==> config.mk <==
export PLATFORM = sky130hd
export DESIGN_NAME = fault_injector_seq
export DESIGN_NICKNAME = d
export VERILOG_FILES = /design/src/rtl/fault_injector_seq.sv
export SDC_FILE = /design/constraint.sdc
export NUM_CORES = 1
export LEC_CHECK = 0
export ABC_CLOCK_PERIOD_IN_PS = 8200
export BUFFER_PORTS_ARGS = -buffer_cell sky130_fd_sc_hd__buf_2
export CAP_MARGIN = 20
export CELL_PAD_IN_SITES_DETAIL_PLACEMENT = 0
export CELL_PAD_IN_SITES_GLOBAL_PLACEMENT = 2
export CORE_MARGIN = 3
export CORE_UTILIZATION = 39
export CTS_BUF_LIST = sky130_fd_sc_hd__clkbuf_4 sky130_fd_sc_hd__clkbuf_8
export CTS_CLUSTER_SIZE = 12
export DETAILED_ROUTE_END_ITERATION = 7
export GPL_TIMING_DRIVEN = 1
export PLACE_DENSITY = 0.95
export SKIP_CTS_REPAIR_TIMING = 1
export SYNTH_ARGS = -nofsm -noshare
export SYNTH_HDL_FRONTEND = slang
export SYNTH_SLANG_ARGS = --single-unit
==> constraint.sdc <==
create_clock -name clk -period 8.2 [get_ports clk]
set_clock_uncertainty 0.05 [all_clocks]
set_input_delay 1.23 -clock clk [delete_from_list [all_inputs] [get_ports clk]]
set_output_delay 1.23 -clock clk [all_outputs]
set_load 0.05 [all_outputs]
==> src/rtl/fault_injector_seq.sv <==
// Purpose: registers SEC-DED codewords and XORs in single, double or adjacent-double faults from a seeded LFSR or fixed positions.
// Latency: 1 cycle from in_valid/in_data to out_valid/out_data/out_mask; inj_count updates on the same edge.
// Backpressure: none; one word per cycle is accepted unconditionally.
module fault_injector_seq #(
  parameter int          WIDTH = 72,
  parameter logic [31:0] SEED  = 32'hACE1_2024,
  parameter int          CNT_W = 32,
  localparam int         PW    = $clog2(WIDTH)
) (
  input  logic             clk,
  input  logic             rst_n,
  input  logic             in_valid,
  input  logic [WIDTH-1:0] in_data,
  input  logic [2:0]       mode,
  input  logic [15:0]      gap,
  input  logic             oneshot,
  input  logic             fixed_en,
  input  logic [PW-1:0]    fixed_pos0,
  input  logic [PW-1:0]    fixed_pos1,
  output logic             out_valid,
  output logic [WIDTH-1:0] out_data,
  output logic [WIDTH-1:0] out_mask,
  output logic [CNT_W-1:0] inj_count
);

  // An all-zero seed would lock the LFSR, so it is replaced by 1.
  localparam logic [31:0] SEED_EFF = (SEED == 32'd0) ? 32'd1 : SEED;
  localparam logic [31:0] POLY     = 32'h8020_0003;
  localparam logic [31:0] W_FULL   = 32'(WIDTH);
  localparam logic [31:0] W_LO     = 32'(WIDTH / 2);
  localparam logic [31:0] W_HI     = 32'(WIDTH - WIDTH / 2);
  localparam logic [31:0] W_M1     = 32'(WIDTH - 1);

  typedef enum logic [1:0] {
    ST_IDLE  = 2'd0,
    ST_ARMED = 2'd1,
    ST_DONE  = 2'd2
  } state_t;

  state_t           state_q, state_d;
  logic [15:0]      cnt_q, cnt_d;
  logic [31:0]      lfsr_q, lfsr_d;
  logic             out_valid_q, out_valid_d;
  logic [WIDTH-1:0] out_data_q, out_data_d;
  logic [WIDTH-1:0] out_mask_q, out_mask_d;
  logic [CNT_W-1:0] inj_count_q, inj_count_d;

  logic             mode_off;
  logic             inject;
  logic             two_bits;
  logic [31:0]      p0, p1;
  logic [WIDTH-1:0] mask;

  // Scale a 16-bit uniform value into [0, n-1] without a divider.
  function automatic logic [31:0] scale(input logic [15:0] a, input logic [31:0] n);
    logic [47:0] prod;
    prod = {32'd0, a} * {16'd0, n};
    return prod[47:16];
  endfunction

  // Error positions and mask for the word being accepted, from the current LFSR value.
  always_comb begin
    two_bits = 1'b0;
    p0       = 32'd0;
    p1       = 32'd0;
    mask     = '0;
    case (mode)
      3'd1: begin
        p0 = scale(lfsr_q[15:0], W_FULL);
      end
      3'd2: begin
        two_bits = 1'b1;
        p0       = W_LO + scale(lfsr_q[15:0], W_HI);
        p1       = scale(lfsr_q[31:16], W_LO);
      end
      3'd3: begin
        two_bits = lfsr_q[31];
        if (lfsr_q[31]) begin
          p0 = W_LO + scale(lfsr_q[15:0], W_HI);
          p1 = scale(lfsr_q[31:16], W_LO);
        end else begin
          p0 = scale(lfsr_q[15:0], W_FULL);
        end
      end
      3'd4: begin
        two_bits = 1'b1;
        p0       = scale(lfsr_q[15:0], W_M1);
        p1       = p0 + 32'd1;
      end
      default: begin
        two_bits = 1'b0;
      end
    endcase
    // Fixed positions override the LFSR; adjacent mode still pairs p0 with p0+1.
    if (fixed_en) begin
      p0 = 32'(fixed_pos0);
      p1 = (mode == 3'd4) ? 32'(fixed_pos0) + 32'd1 : 32'(fixed_pos1);
    end
    // Out-of-range positions match no bit and so contribute nothing.
    for (int i = 0; i < WIDTH; i++) begin
      mask[i] = (p0 == i[31:0]) || (two_bits && (p1 == i[31:0]));
    end
  end

  // Control FSM, rate counter, LFSR stepping and output register next-state.
  always_comb begin
    state_d     = state_q;
    cnt_d       = cnt_q;
    lfsr_d      = lfsr_q;
    inject      = 1'b0;
    out_valid_d = in_valid;
    out_data_d  = out_data_q;
    out_mask_d  = out_mask_q;
    inj_count_d = inj_count_q;
    mode_off    = (mode == 3'd0) || (mode > 3'd4);

    if (in_valid) begin
      lfsr_d = {1'b0, lfsr_q[31:1]} ^ (lfsr_q[0] ? POLY : 32'd0);
    end

    if (mode_off) begin
      // Off from any state: clear the rate counter and re-arm any oneshot.
      state_d = ST_IDLE;
      cnt_d   = 16'd0;
    end else begin
      // A word arriving while IDLE already sees the new mode.
      if (state_q == ST_IDLE) begin
        state_d = ST_ARMED;
      end
      if ((state_q != ST_DONE) && in_valid) begin
        if (cnt_q >= gap) begin
          inject = 1'b1;
          cnt_d  = 16'd0;
          if (oneshot) begin
            state_d = ST_DONE;
          end
        end else begin
          cnt_d = cnt_q + 16'd1;
        end
      end
    end

    // Data and mask only update for valid words; they hold otherwise.
    if (in_valid) begin
      out_mask_d = inject ? mask : '0;
      out_data_d = in_data ^ out_mask_d;
    end

    if (inject && (inj_count_q != {CNT_W{1'b1}})) begin
      inj_count_d = inj_count_q + 1'b1;
    end
  end

  // State and output registers; reset drops any in-flight word.
  always_ff @(posedge clk or negedge rst_n) begin
    if (!rst_n) begin
      state_q     <= ST_IDLE;
      cnt_q       <= 16'd0;
      lfsr_q      <= SEED_EFF;
      out_valid_q <= 1'b0;
      out_data_q  <= '0;
      out_mask_q  <= '0;
      inj_count_q <= '0;
    end else begin
      state_q     <= state_d;
      cnt_q       <= cnt_d;
      lfsr_q      <= lfsr_d;
      out_valid_q <= out_valid_d;
      out_data_q  <= out_data_d;
      out_mask_q  <= out_mask_d;
      inj_count_q <= inj_count_d;
    end
  end

  assign out_valid = out_valid_q;
  assign out_data  = out_data_q;
  assign out_mask  = out_mask_q;
  assign inj_count = inj_count_q;

endmodule

==> flow_summary_export.csv <==
group,metric,value,unit
status,outcome,"complete, no violations",
yosys,netlist_top_cells_area,"dfrtp_1 36%, ha_1 10%, mux2i_1 9.9%, inv_1 4.0%, o21ai_0 3.6%",
critical_path,crit_top_cell,"ha_1",
critical_path,cpMaxStageDelayCell,"nor2_1",
critical_path,critical-path-max-stage-delay,0.80,ns
yosys,syn_nets,1755,
floorplanning,pin_count,287,
final_layout,layout_commonest_cell,"buf_2",
critical_path,critPathArrivalTime,6.77,ns
sta,holdWs,0.444,ns
placement,placed_cell_area,17000,sq um
yosys,synth_cell_types,90,
sta,worst_pin_slew,1.08,ns
critical_path,rr_startpoint,"lfsr_q[9]",
critical_path,critPathLaunchType,"flip-flop",
power,leakage,0.00946,uW
yosys,synth_seq_area_share,37.6,%
critical_path,crit_buf_inv,2,
routing,wl_per_cell,19.6,microns
yosys,avgSynthCellArea,10.1,sq um
sta,period_minus_slack,6.40,ns
global_routing,antenna_found_initial,3,
job,drv_cap,0,
critical_path,crit_fanout,14,
yosys,syn_area,15100,sq um
global_routing,grt_max_degree,108,
final_layout,drive_above_1_share,25.0,%
yosys,synth_cells,1495,
power,power.density,289,nW/um^2
final_layout,final_cell_mix,"284 x buf_2, 216 x dfrtp_1, 163 x inv_1",
sta,setup_tns,0,ns
final_layout,utilization,47.2,%
global_routing,grt_pass1_wl,71.7,mm
yosys,netlist.area_leader.share,35.7,%
global_routing,grt_usage,21.6,%
final_layout,fin_nets,2038,
routing,ant_nets,0,
yosys,yosysTopAreaCell,"dfrtp_1",
clock_tree,clock_path_buffers,3,
clock_tree,clkLatencyLatePin,0.56,ns
clock_tree,cts_tree,"built",
placement,hpwl,34.7,mm
clock_tree,path_clk_slew,0.06,ns
clock_tree,cts_sinks,227,
global_routing,first_global_vias,12900,
placement,gp_congestion,0.911,
critical_path,r2r_cells,17,
yosys,async_flop_share,100,%
final_layout,area_growth,18.2,%
worst_hold_path,holdPathEnd,"inj_count[20]",
clock_tree,cts_buffers,40,
final_layout,fillCellCount,3649,
floorplanning,dieArea,41200,sq um
routing,routed_wl,45.5,mm
sta,setup_violations,0,
critical_path,critical-path-top-delay-family,"compound AO/OA/AOI/OAI gates",
clock_tree,clockRootBuffer,"clkbuf_8",
sta,rsz0062_at_grt,"false",
yosys,ys_warn_count,0,
routing,drt_iter0_drc,914,
sta,finalHoldViolations,0,
floorplanning,fp.dieH,203,microns
worst_hold_path,worstHoldPathCells,1,
routing,drc_errors,0,
routing,vias,12800,
routing,drt_pass1_iterations,6,
final_layout,fin_area,17900,sq um
floorplanning,core_area,37900,sq um
floorplanning,fp-row-count,71,
floorplanning,start_util,39.9,%
sta,period_share,78.0,%
placement,port_buffers,286,
yosys,synth-main-ff-cell,"dfrtp_1",
power,ir_drop,0.000175,V
clock_tree,h-tree-depth,2,
worst_hold_path,hold_path_class,"flip-flop to flip-flop",
yosys,ys_ff_latch,227,
worst_hold_path,worstHoldStart,"inj_count[20]",
critical_path,path_cells,"ha_1 > ha_1 > fa_1 > inv_1 > fa_1 > inv_1 > ha_1 > a211oi_2 > o221ai_2 > a211o_1 > a221oi_2 > o211ai_2 > a211oi_1 > nand4b_1 > nor2_1 > a22oi_1 > mux2i_1",
critical_path,critical_path_class,"flip-flop to flip-flop",
floorplanning,die_width,203,microns
critical_path,reg2reg_slack,1.80,ns
yosys,synth_edf_count,0,
sta,max_freq,0.156,GHz
sta,max_slew_margin,27.9,%
global_routing,grt-ovfl-total,0,
sta,slew_violations,0,
critical_path,reg2reg_to,"out_data[0]",
routing,routed_via_density,5.51,
critical_path,cp.required,8.57,ns
critical_path,end_kind,"flip-flop",
state kept, by name (all words and copies together), names as in the netlist:
register   count
out_data      72
out_mask      72
inj_count     32
lfsr_q        32
cnt_q         16
state_q        2
out_valid      1
cell usage after synthesis (all sizes together) (5+ instances only):
cell	number
o21ai	123
nand2	73
a22o	5
clkbuf	39
nor3	31
and3	21
nor4	11
o221ai	7
buf	15
fa	23
o21bai	5
a21boi	5
nand4	23
o31ai	5
and2	5
xor2	19
mux2i	149
a211oi	14
o21a	5
ha	127
nor2	81
inv	163
a32oi	58
o211ai	8
a21o	17
a22oi	19
mux2	24
dfstp	11
a21oi	39
nor2b	6
or2	9
xnor2	28
nand3	30
dfrtp	216
nand2b	23
cells by family (layout without fill, tap and decap cells):
| kind of cell | Yosys count | in the layout | synth area share [%] |
|---|---|---|---|
| XOR/XNOR | 47 | 47 | 2.72 |
| AO/OA/AOI/OAI | 345 | 345 | 16.9 |
| flip-flops | 227 | 227 | 37.6 |
| other | 0 | 1 | 0 |
| adder cells (fa/ha/maj) | 150 | 150 | 13.5 |
| multiplexers | 173 | 173 | 11.7 |
| buffers and inverters | 217 | 530 | 5.82 |
| AND/OR/NAND/NOR | 336 | 336 | 11.8 |
layer usage:
metal  part of all wire, %  track usage [%]  wire [microns]  vias up
li1                      -                -               -     6003
met3                   8.0             5.45            3620       72
met1                    43             29.2           19700     6251
met5                 0.031                0              14        -
met2                    46             34.7           21100      442
met4                   2.3             6.00            1050        4
per-stage QoR:
step	instances	setup WS (ns)	total power, uW
floorplan	1495	2.88	3380
global placement	2244	1.74	3970
detailed placement	2244	1.73	4010
CTS	2316	1.71	5190
global route	2319	1.32	5620
finish	2320	1.80	5170
worst max path at each step:
stage	start	end	slack (ns)	cells after the start
2_1_floorplan	lfsr_q[9]	out_data[17]	2.88	21
5_1_grt	lfsr_q[9]	out_data[0]	1.32	17
6_report	lfsr_q[9]	out_data[0]	1.80	17
3_5_place_dp	lfsr_q[9]	out_data[0]	1.73	17
4_1_cts	lfsr_q[9]	out_data[0]	1.71	17
3_3_place_gp	lfsr_q[9]	out_data[0]	1.74	17
cell type report:
| class | instances | area [sq um] | area share (%) |
|---|---|---|---|
| Clock buffer | 60 | 751 | 4.20 |
| Tap cell | 511 | 639 | 3.57 |
| Multi-Input combinational cell | 1051 | 8560 | 47.9 |
| Antenna cell | 1 | 2.50 | 0.0140 |
| Clock inverter | 12 | 119 | 0.664 |
| Sequential cell | 227 | 5690 | 31.8 |
| Timing Repair Buffer | 295 | 1510 | 8.45 |
| Inverter | 163 | 612 | 3.42 |
power breakdown:
part	internal, uW	total (uW)	switching (uW)	leakage, uW
sequential	1240	1400	155	0.00291
clock	653	1150	494	0.000466
combinational	1000	2630	1630	0.00608
total	2900	5170	2280	0.00946
Power figures use the tool's default switching activity.
